==> src/rtl/d_fifo_drain_counter.sv <==
// Round-robin drain of the D0/D1 destination FIFOs into one registered valid/ready stream,
// with per-destination pop counters read back through a req/idx pulse. Optional: COUNT_SATURATE_EN.
module d_fifo_drain_counter #(
  parameter int DATA_WIDTH  = 6,
  parameter int COUNT_WIDTH = 5
) (
  input  logic                   clk,
  input  logic                   reset,
  input  logic [DATA_WIDTH-1:0]  data_out_D0,
  input  logic [DATA_WIDTH-1:0]  data_out_D1,
  input  logic                   empty_fifo_D0,
  input  logic                   empty_fifo_D1,
  input  logic                   idle_in,
  input  logic                   out_ready,
  input  logic                   req,
  input  logic [1:0]             idx,
  output logic                   D0_pop,
  output logic                   D1_pop,
  output logic [DATA_WIDTH-1:0]  data_out,
  output logic                   dest_out,
  output logic                   valid_out,
  output logic [COUNT_WIDTH-1:0] count_out,
  output logic                   count_valid
);

  typedef enum logic {RD_IDLE, RD_REPORT} rd_state_e;

  localparam logic [COUNT_WIDTH-1:0] CNT_ONE = COUNT_WIDTH'(1);
  localparam logic [COUNT_WIDTH-1:0] CNT_MAX = '1;

  logic [DATA_WIDTH-1:0]  data_q, data_d;
  logic                   dest_q, dest_d;
  logic                   valid_q, valid_d;
  logic                   rr_last_q, rr_last_d;
  logic [COUNT_WIDTH-1:0] cnt0_q, cnt0_d, cnt1_q, cnt1_d;
  logic [COUNT_WIDTH-1:0] count_q, count_d;
  logic                   cvalid_q, cvalid_d;
  rd_state_e              state_q, state_d;

  logic                   slot_free;
  logic                   pop0, pop1;
  logic [COUNT_WIDTH:0]   sum_w;
  logic [COUNT_WIDTH-1:0] sum_sel;
  logic [COUNT_WIDTH-1:0] sel_cnt;

  // Pops are suppressed during reset so no FIFO word is lost to a discarded slot.
  assign slot_free = !valid_q || out_ready;
  assign pop0 = !reset && slot_free && !empty_fifo_D0 && (empty_fifo_D1 || rr_last_q);
  assign pop1 = !reset && slot_free && !empty_fifo_D1 && (empty_fifo_D0 || !rr_last_q);

  always_comb begin
    data_d    = data_q;
    dest_d    = dest_q;
    valid_d   = valid_q;
    rr_last_d = rr_last_q;
    if (pop0) begin
      data_d    = data_out_D0;
      dest_d    = 1'b0;
      valid_d   = 1'b1;
      rr_last_d = 1'b0;
    end else if (pop1) begin
      data_d    = data_out_D1;
      dest_d    = 1'b1;
      valid_d   = 1'b1;
      rr_last_d = 1'b1;
    end else if (slot_free) begin
      valid_d   = 1'b0;
    end
  end

  always_comb begin
    cnt0_d = cnt0_q;
    cnt1_d = cnt1_q;
`ifdef COUNT_SATURATE_EN
    if (pop0 && cnt0_q != CNT_MAX) cnt0_d = cnt0_q + CNT_ONE;
    if (pop1 && cnt1_q != CNT_MAX) cnt1_d = cnt1_q + CNT_ONE;
`else
    if (pop0) cnt0_d = cnt0_q + CNT_ONE;
    if (pop1) cnt1_d = cnt1_q + CNT_ONE;
`endif
  end

  // Sum is formed one bit wider so the carry tells us whether it overflowed.
  assign sum_w = {1'b0, cnt0_q} + {1'b0, cnt1_q};
`ifdef COUNT_SATURATE_EN
  assign sum_sel = sum_w[COUNT_WIDTH] ? CNT_MAX : sum_w[COUNT_WIDTH-1:0];
`else
  assign sum_sel = sum_w[COUNT_WIDTH-1:0];
`endif

  always_comb begin
    sel_cnt = '0;
    case (idx)
      2'd0:    sel_cnt = cnt0_q;
      2'd1:    sel_cnt = cnt1_q;
      2'd2:    sel_cnt = sum_sel;
      default: sel_cnt = '0;
    endcase
  end

  always_comb begin
    state_d  = state_q;
    count_d  = count_q;
    cvalid_d = 1'b0;
    case (state_q)
      RD_IDLE: begin
        if (req && idle_in) begin
          state_d  = RD_REPORT;
          count_d  = sel_cnt;
          cvalid_d = 1'b1;
        end
      end
      RD_REPORT: begin
        state_d  = RD_IDLE;
        count_d  = '0;
        cvalid_d = 1'b0;
      end
      default: state_d = RD_IDLE;
    endcase
  end

  always_ff @(posedge clk) begin
    if (reset) begin
      data_q    <= '0;
      dest_q    <= 1'b0;
      valid_q   <= 1'b0;
      rr_last_q <= 1'b1;
      cnt0_q    <= '0;
      cnt1_q    <= '0;
      count_q   <= '0;
      cvalid_q  <= 1'b0;
      state_q   <= RD_IDLE;
    end else begin
      data_q    <= data_d;
      dest_q    <= dest_d;
      valid_q   <= valid_d;
      rr_last_q <= rr_last_d;
      cnt0_q    <= cnt0_d;
      cnt1_q    <= cnt1_d;
      count_q   <= count_d;
      cvalid_q  <= cvalid_d;
      state_q   <= state_d;
    end
  end

  assign D0_pop      = pop0;
  assign D1_pop      = pop1;
  assign data_out    = data_q;
  assign dest_out    = dest_q;
  assign valid_out   = valid_q;
  assign count_out   = count_q;
  assign count_valid = cvalid_q;

endmodule

==> config.mk <==
export PLATFORM = sky130hd
export DESIGN_NAME = d_fifo_drain_counter
export DESIGN_NICKNAME = d
export VERILOG_FILES = /design/src/rtl/d_fifo_drain_counter.sv
export SDC_FILE = /design/constraint.sdc
export NUM_CORES = 1
export LEC_CHECK = 0
export BUFFER_PORTS_ARGS = -buffer_cell sky130_fd_sc_hd__buf_2
export CORE_MARGIN = 3
export CORE_UTILIZATION = 23
export DETAILED_ROUTE_END_ITERATION = 8
export SYNTH_ARGS = -nofsm -noshare
export SYNTH_HDL_FRONTEND = slang
export SYNTH_SLANG_ARGS = --single-unit
==> constraint.sdc <==
create_clock -name clk -period 1.8 [get_ports clk]
set_input_delay 0.27 -clock clk [delete_from_list [all_inputs] [get_ports clk]]
set_output_delay 0.27 -clock clk [all_outputs]
set_load 0.02 [all_outputs]
# Yosys cells after proc, flatten, opt, wreduce, memory -nomap -nowiden
# Cells that the tools add are included.
[op_classes]
add_sub_neg = 3
multipliers = 0
n_div = 0
magnitude_cmp = 0
n_eq_ne = 3
shifts = 0
mux = 12
bitwise_logic = 1
n_reduce_logical = 18
[op_table]
columns = ["op", "n"]
rows = [
  ["case mux 5 bit (3 select lines)", 1],
  ["2-to-1 mux 6 bit", 2],
  ["adder 5 x 1 -> 5 bit, second input constant", 2],
  ["case mux 5 bit (2 select lines)", 1],
  ["logical AND 1 bit", 6],
  ["2-to-1 mux 1 bit", 6],
  ["adder 5 bit", 1],
  ["zero test 1 bit", 5],
  ["2-to-1 mux 5 bit", 1],
  ["logical OR 1 bit", 3],
  ["nonzero test 3 bit", 1],
  ["== test 2 x 1 -> 1 bit, second input constant", 1],
  ["== test 2 bit, second input constant", 1],
  ["zero test 2 bit", 1],
  ["!= test 2 bit, second input constant", 1],
  ["case mux 1 bit (2 select lines)", 1],
  ["nonzero test 2 bit", 1],
  ["OR reduction 2 bit", 1],
  ["NOT 1 bit", 1],
]
[word_totals]
reg_bits = 25
latch_bits = 0
mem_bits_rw = 0
mem_bits_ro = 0
inputBits = 21
out_inout_bits = 16
wordCells = 45
mem_count = 0

# Depth between registers and ports, before layout
[logic_depth]
word_depth = 7
mapped_depth = 8
depth_no_buf = 8

# Least setup slack after synthesis
# Ideal clock, no wire load.
[synth_path]
path_type = "reg-to-reg"
start = "register cnt0_q[0]"
end = "register count_q[4] (netlist: count_out[4])"
setup_ns = 0.060
t_arrival_ns = 1.645
required_time_ns = 1.740
slack_ns = 0.094
path_stages_with_launch = 9
path_buffers = 0
synth_period_minus_slack_ns = 1.706
path_cell_list = "dfxtp_1 ha_1 inv_1 fa_1 nand2b_1 o2bb2ai_1 o21ba_2 nand3b_1 a32o_1"
[synth_between]
elab_chain_cells = 4
[synth_lines]
columns = ["item", "line_no", "text"]
rows = [
  ["from (decl)", "35", "logic [COUNT_WIDTH-1:0] cnt0_q, cnt0_d, cnt1_q, cnt1_d;"],
  ["from (signal assigned)", "138", "cnt0_q <= cnt0_d;"],
  ["adder 5 bit", "84", "assign sum_w = {1'b0, cnt0_q} + {1'b0, cnt1_q};"],
  ["case mux 5 bit (3 select lines)", "93", "case (idx)"],
  ["2-to-1 mux 5 bit", "107", "if (req && idle_in) begin"],
  ["case mux 5 bit (2 select lines)", "105", "case (state_q)"],
  ["to (signal assigned)", "140", "count_q <= count_d;"],
  ["to (decl)", "36", "logic [COUNT_WIDTH-1:0] count_q, count_d;"],
]
# No other way between the ends. The select of a mux whose other input is x is not followed.
# A chain may end at the register's enable or synchronous reset.

# Worst setup path in the final report
[layout_path]
start = "register valid_q (netlist: valid_out)"
end = "output port D0_pop"
[layout_between]
elab_chain_cells = 5
[layout_lines]
columns = ["item", "line_no", "text"]
rows = [
  ["from (decl)", "33", "logic valid_q, valid_d;"],
  ["from (signal assigned)", "136", "valid_q <= valid_d;"],
  ["zero test 1 bit", "47", "assign slot_free = !valid_q || out_ready;"],
  ["logical OR 1 bit", "47", ""],
  ["logical AND 1 bit (3 in a row)", "48", "assign pop0 = !reset && slot_free && !empty_fifo_D0 && (empty_fifo_D1 || rr_last_q);"],
  ["to (decl)", "17", "output logic D0_pop,"],
]
# No other way between the ends.

==> summary.md <==
| Metric | Value |
|---|---|
| I/O pins | `37` |
| Initial core utilization | `24.68%` |
| Worst path required time | `1.53 ns` |
| RR Startpoint | `cnt1_q[0]$_SDFFE_PP0P_` |
| GR Util All Layers | `8.769%` |
| Routed vias/inst | `4.336` |
| Min-Delay Endpoint | `valid_out$_SDFFE_PP0P_` |
| Drt wl/cell | `10.99 um` |
| Fin. Hold Viols | `0` |
| Pin count of the biggest net entering global routing | `25` |
| Max clock buf depth | `2` |
| CTS Buf Count | `3` |
| Hold_buf cts | `0` |
| Hold path depth | `2` |
| H-tree Lvls | `1` |
| Mapped Cells | `144` |
| Fin crit share | `95.09%` |
| Area Growth Syn to Fin | `29.06%` |
| Clock root buffer | `clkbuf_8` |
| # DRC | `0` |
| Top FF cell, synth | `dfxtp_1` |
| Routed WL | `2.847 mm` |
| Layout cell share with drive strength beyond 1 | `33.33%` |
| Synth Cell Area | `0.001309 mm^2` |
| Synth async-reset ratio | `0%` |
| Leakage power | `0.0007409 uW` |
| Number of global-route vias before repair | `1,024` |
| Period minus WS final | `1.712 ns` |
| CP arrival | `1.44 ns` |
| Final HPWL DP | `2.122 mm` |
| Gp weighted congestion | `0.7656` |
| Synth warn | `0` |
| Hold Crit Class | `in2reg` |
| Worst hold start | `empty_fifo_D0` |
| # diodes | `0` |
| Antenna violations before repair | `0` |
| CP max FO | `3` |
| Syn_nets | `172` |
| Synth Register Bits | `25` |
| Drt initial violations | `56` |
| Fmax | `584.3 MHz` |
| Layout Skew | `0.0009061 ns` |
| Die Ht | `81.44 um` |
| # clock sinks | `25` |
| Critical path class | `reg2out` |
| Status | `completed` |
| Worst-Margin Slew | `0.3614 ns` |
| Sequential area share after synthesis | `38.24%` |
| Top post-synthesis cells by area | `dfxtp_1 38%, mux2i_1 6.9%, ha_1 5.7%` |
| Top cell type's share of synthesized area | `38.24%` |
| RSZ-0062 raised after global routing | `false` |
| Overflow after GRT | `0` |
| Number of cells on the worst reg-to-reg path | `8` |
| Row cnt | `26` |
| Via count | `1,123` |
| EDFF count, synth | `0` |
| Final ANT Viol Nets | `0` |
| Final setup vio count | `0` |
| Syn Area/Cell | `9.089 um^2` |
| Setup_tns | `0 ns` |
| Layout Nets | `218` |
| CORE AREA | `0.005303 mm^2` |
| Top cells by count, synth | `25 x dfxtp_1, 20 x nor2_1, 10 x nand2_1, 9 x mux2i_1, 7 x xor2_1` |
| FF-to-FF setup slack | `0.14 ns` |
| CTS tree | `yes` |
| Count leader, synth | `dfxtp_1` |
| Die Wd | `81.44 um` |
| Endpoint type of the worst setup path | `output pin` |
| Overall power | `1116 uW` |
| Maximum vdd drop | `0.4738 mV` |
| Distinct cells, synth | `35` |
| Slew HR | `75.86%` |
| Die area | `0.006632 mm^2` |
| Pwr Density | `660.8 mW/mm^2` |
| First-pass GRT wire length | `4.643 mm` |
| Startpoint class of the critical path | `flip-flop` |
| Worst skew pair latency | `0.26 ns` |
| Total of max-cap violations | `0` |
| CTS clock-pin slew for the worst setup and hold paths | `0.08 ns` |
| Number of port buffers | `36` |
| 1st-pass router iterations | `4` |
| Synth area leader | `dfxtp_1` |
| Max Slew Vio Count | `0` |
| Worst R2R End | `count_out[4]$_SDFFE_PP0P_` |
==> how the worst max path moves through the flow <==
stage	endpoint	slack, ns	cells past startpoint	from
4_1_cts	D0_pop	-0.001	4	valid_out$_SDFFE_PP0P_
6_report	D0_pop	0.09	4	valid_out$_SDFFE_PP0P_
3_5_place_dp	count_out[4]$_SDFFE_PP0P_	0.07	7	cnt0_q[1]$_SDFFE_PP0P_
5_1_grt	count_out[4]$_SDFFE_PP0P_	0.001	8	cnt0_q[0]$_SDFFE_PP0P_
2_1_floorplan	count_out[4]$_SDFFE_PP0P_	0.09	8	cnt0_q[0]$_SDFFE_PP0P_
3_3_place_gp	count_out[4]$_SDFFE_PP0P_	0.10	8	cnt0_q[0]$_SDFFE_PP0P_
==> through the flow <==
stage,worst slack [ns],std cells,utilization (%),cell area (um^2),hold slack [ns]
after global placement,0.1049,249,29.83,1582,0.4744
after floorplan,0.09447,144,-,1309,0.3778
after CTS,-0.001115,254,30.84,1635,0.2270
final,0.08845,259,31.85,1689,0.2391
after detailed placement,0.06564,249,29.83,1582,0.4813
after global routing,0.001281,259,31.85,1689,0.2460
==> report_power, final <==
group | total, uW | internal (uW) | switching [uW] | leakage, uW
clock | 329 | 155 | 174 | 0.0000255
sequential | 593 | 577 | 15.4 | 0.000205
combinational | 194 | 86.0 | 108 | 0.000510
total | 1120 | 818 | 298 | 0.000741
==> state kept, by name (all words and copies together), names as in the netlist <==
signal / cells
data_out: 6
count_out: 5
rr_last_q: 1
dest_out: 1
valid_out: 1
cnt1_q: 5
cnt0_q: 5
state_q: 1
==> cell usage in the layout (no fill, tap or decap), types with 2 or more instances in the layout <==
cell type  Yosys  routed
a211oi_1       6       6
xnor2_1        3       3
ha_1           6       6
nand2_1       10      10
o21ai_0        6       5
clkbuf_8       0       3
xor2_1         7       7
clkinv_2       1       2
nor2_1        20      20
dfxtp_1       25      22
nand4_1        4       4
buf_4          0      13
a21oi_1        4       4
inv_1          5       5
buf_2          2      35
nor3b_1        4       4
nor2b_1        2       2
dfxtp_2        0       3
a22oi_1        2       2
nand2b_1       2       2
nor3_1         4       4
o31ai_1        2       2
mux2i_1        9       9
a32o_1         2       2
==> cells by family (layout without fill, tap and decap cells) <==
| logic type | Yosys count | after routing | share of synthesized area [%] |
|---|---|---|---|
| AO/OA/AOI/OAI | 29 | 29 | 17.30 |
| XOR/XNOR | 10 | 10 | 6.693 |
| adder cells (fa/ha/maj) | 7 | 7 | 7.266 |
| buffers and inverters | 15 | 60 | 5.735 |
| flip-flops | 25 | 25 | 38.24 |
| multiplexers | 9 | 9 | 6.884 |
| AND/OR/NAND/NOR | 49 | 49 | 17.88 |
==> final cells by class <==
class | instances | area (um^2)
inverters | 7 | 27.53
clock inverters | 1 | 5.005
multi-input cells | 104 | 739.5
well taps | 70 | 87.58
clock buffers | 3 | 41.29
repair buffers | 49 | 284.0
fillers | 560 | 3613
flip-flops and latches | 25 | 504.2
==> worst max-delay path, cell delays in order (launching register included) <==
cell	delay [ns]
dfxtp_1	0.31
nor2b_1	0.17
or4_4	0.50
clkinv_2	0.06
buf_4	0.13
==> what timing repair did <==
item | 4_1_cts | 5_1_grt
setup endpoints to repair | 1 | 3
resized for setup | 0 | 8
setup buffers | 1 | 5
pin swaps | 0 | 1
==> routing by layer <==
layer	track usage [%]	vias to the layer above	share of wire, %
met1	11.65	492	49
met4	2.196	0	0.67
met2	13.93	30	45
met3	2.522	4	5.9
met5	0	-	0
li1	-	597	-
No activity file was read; power rests on OpenSTA's default activity.
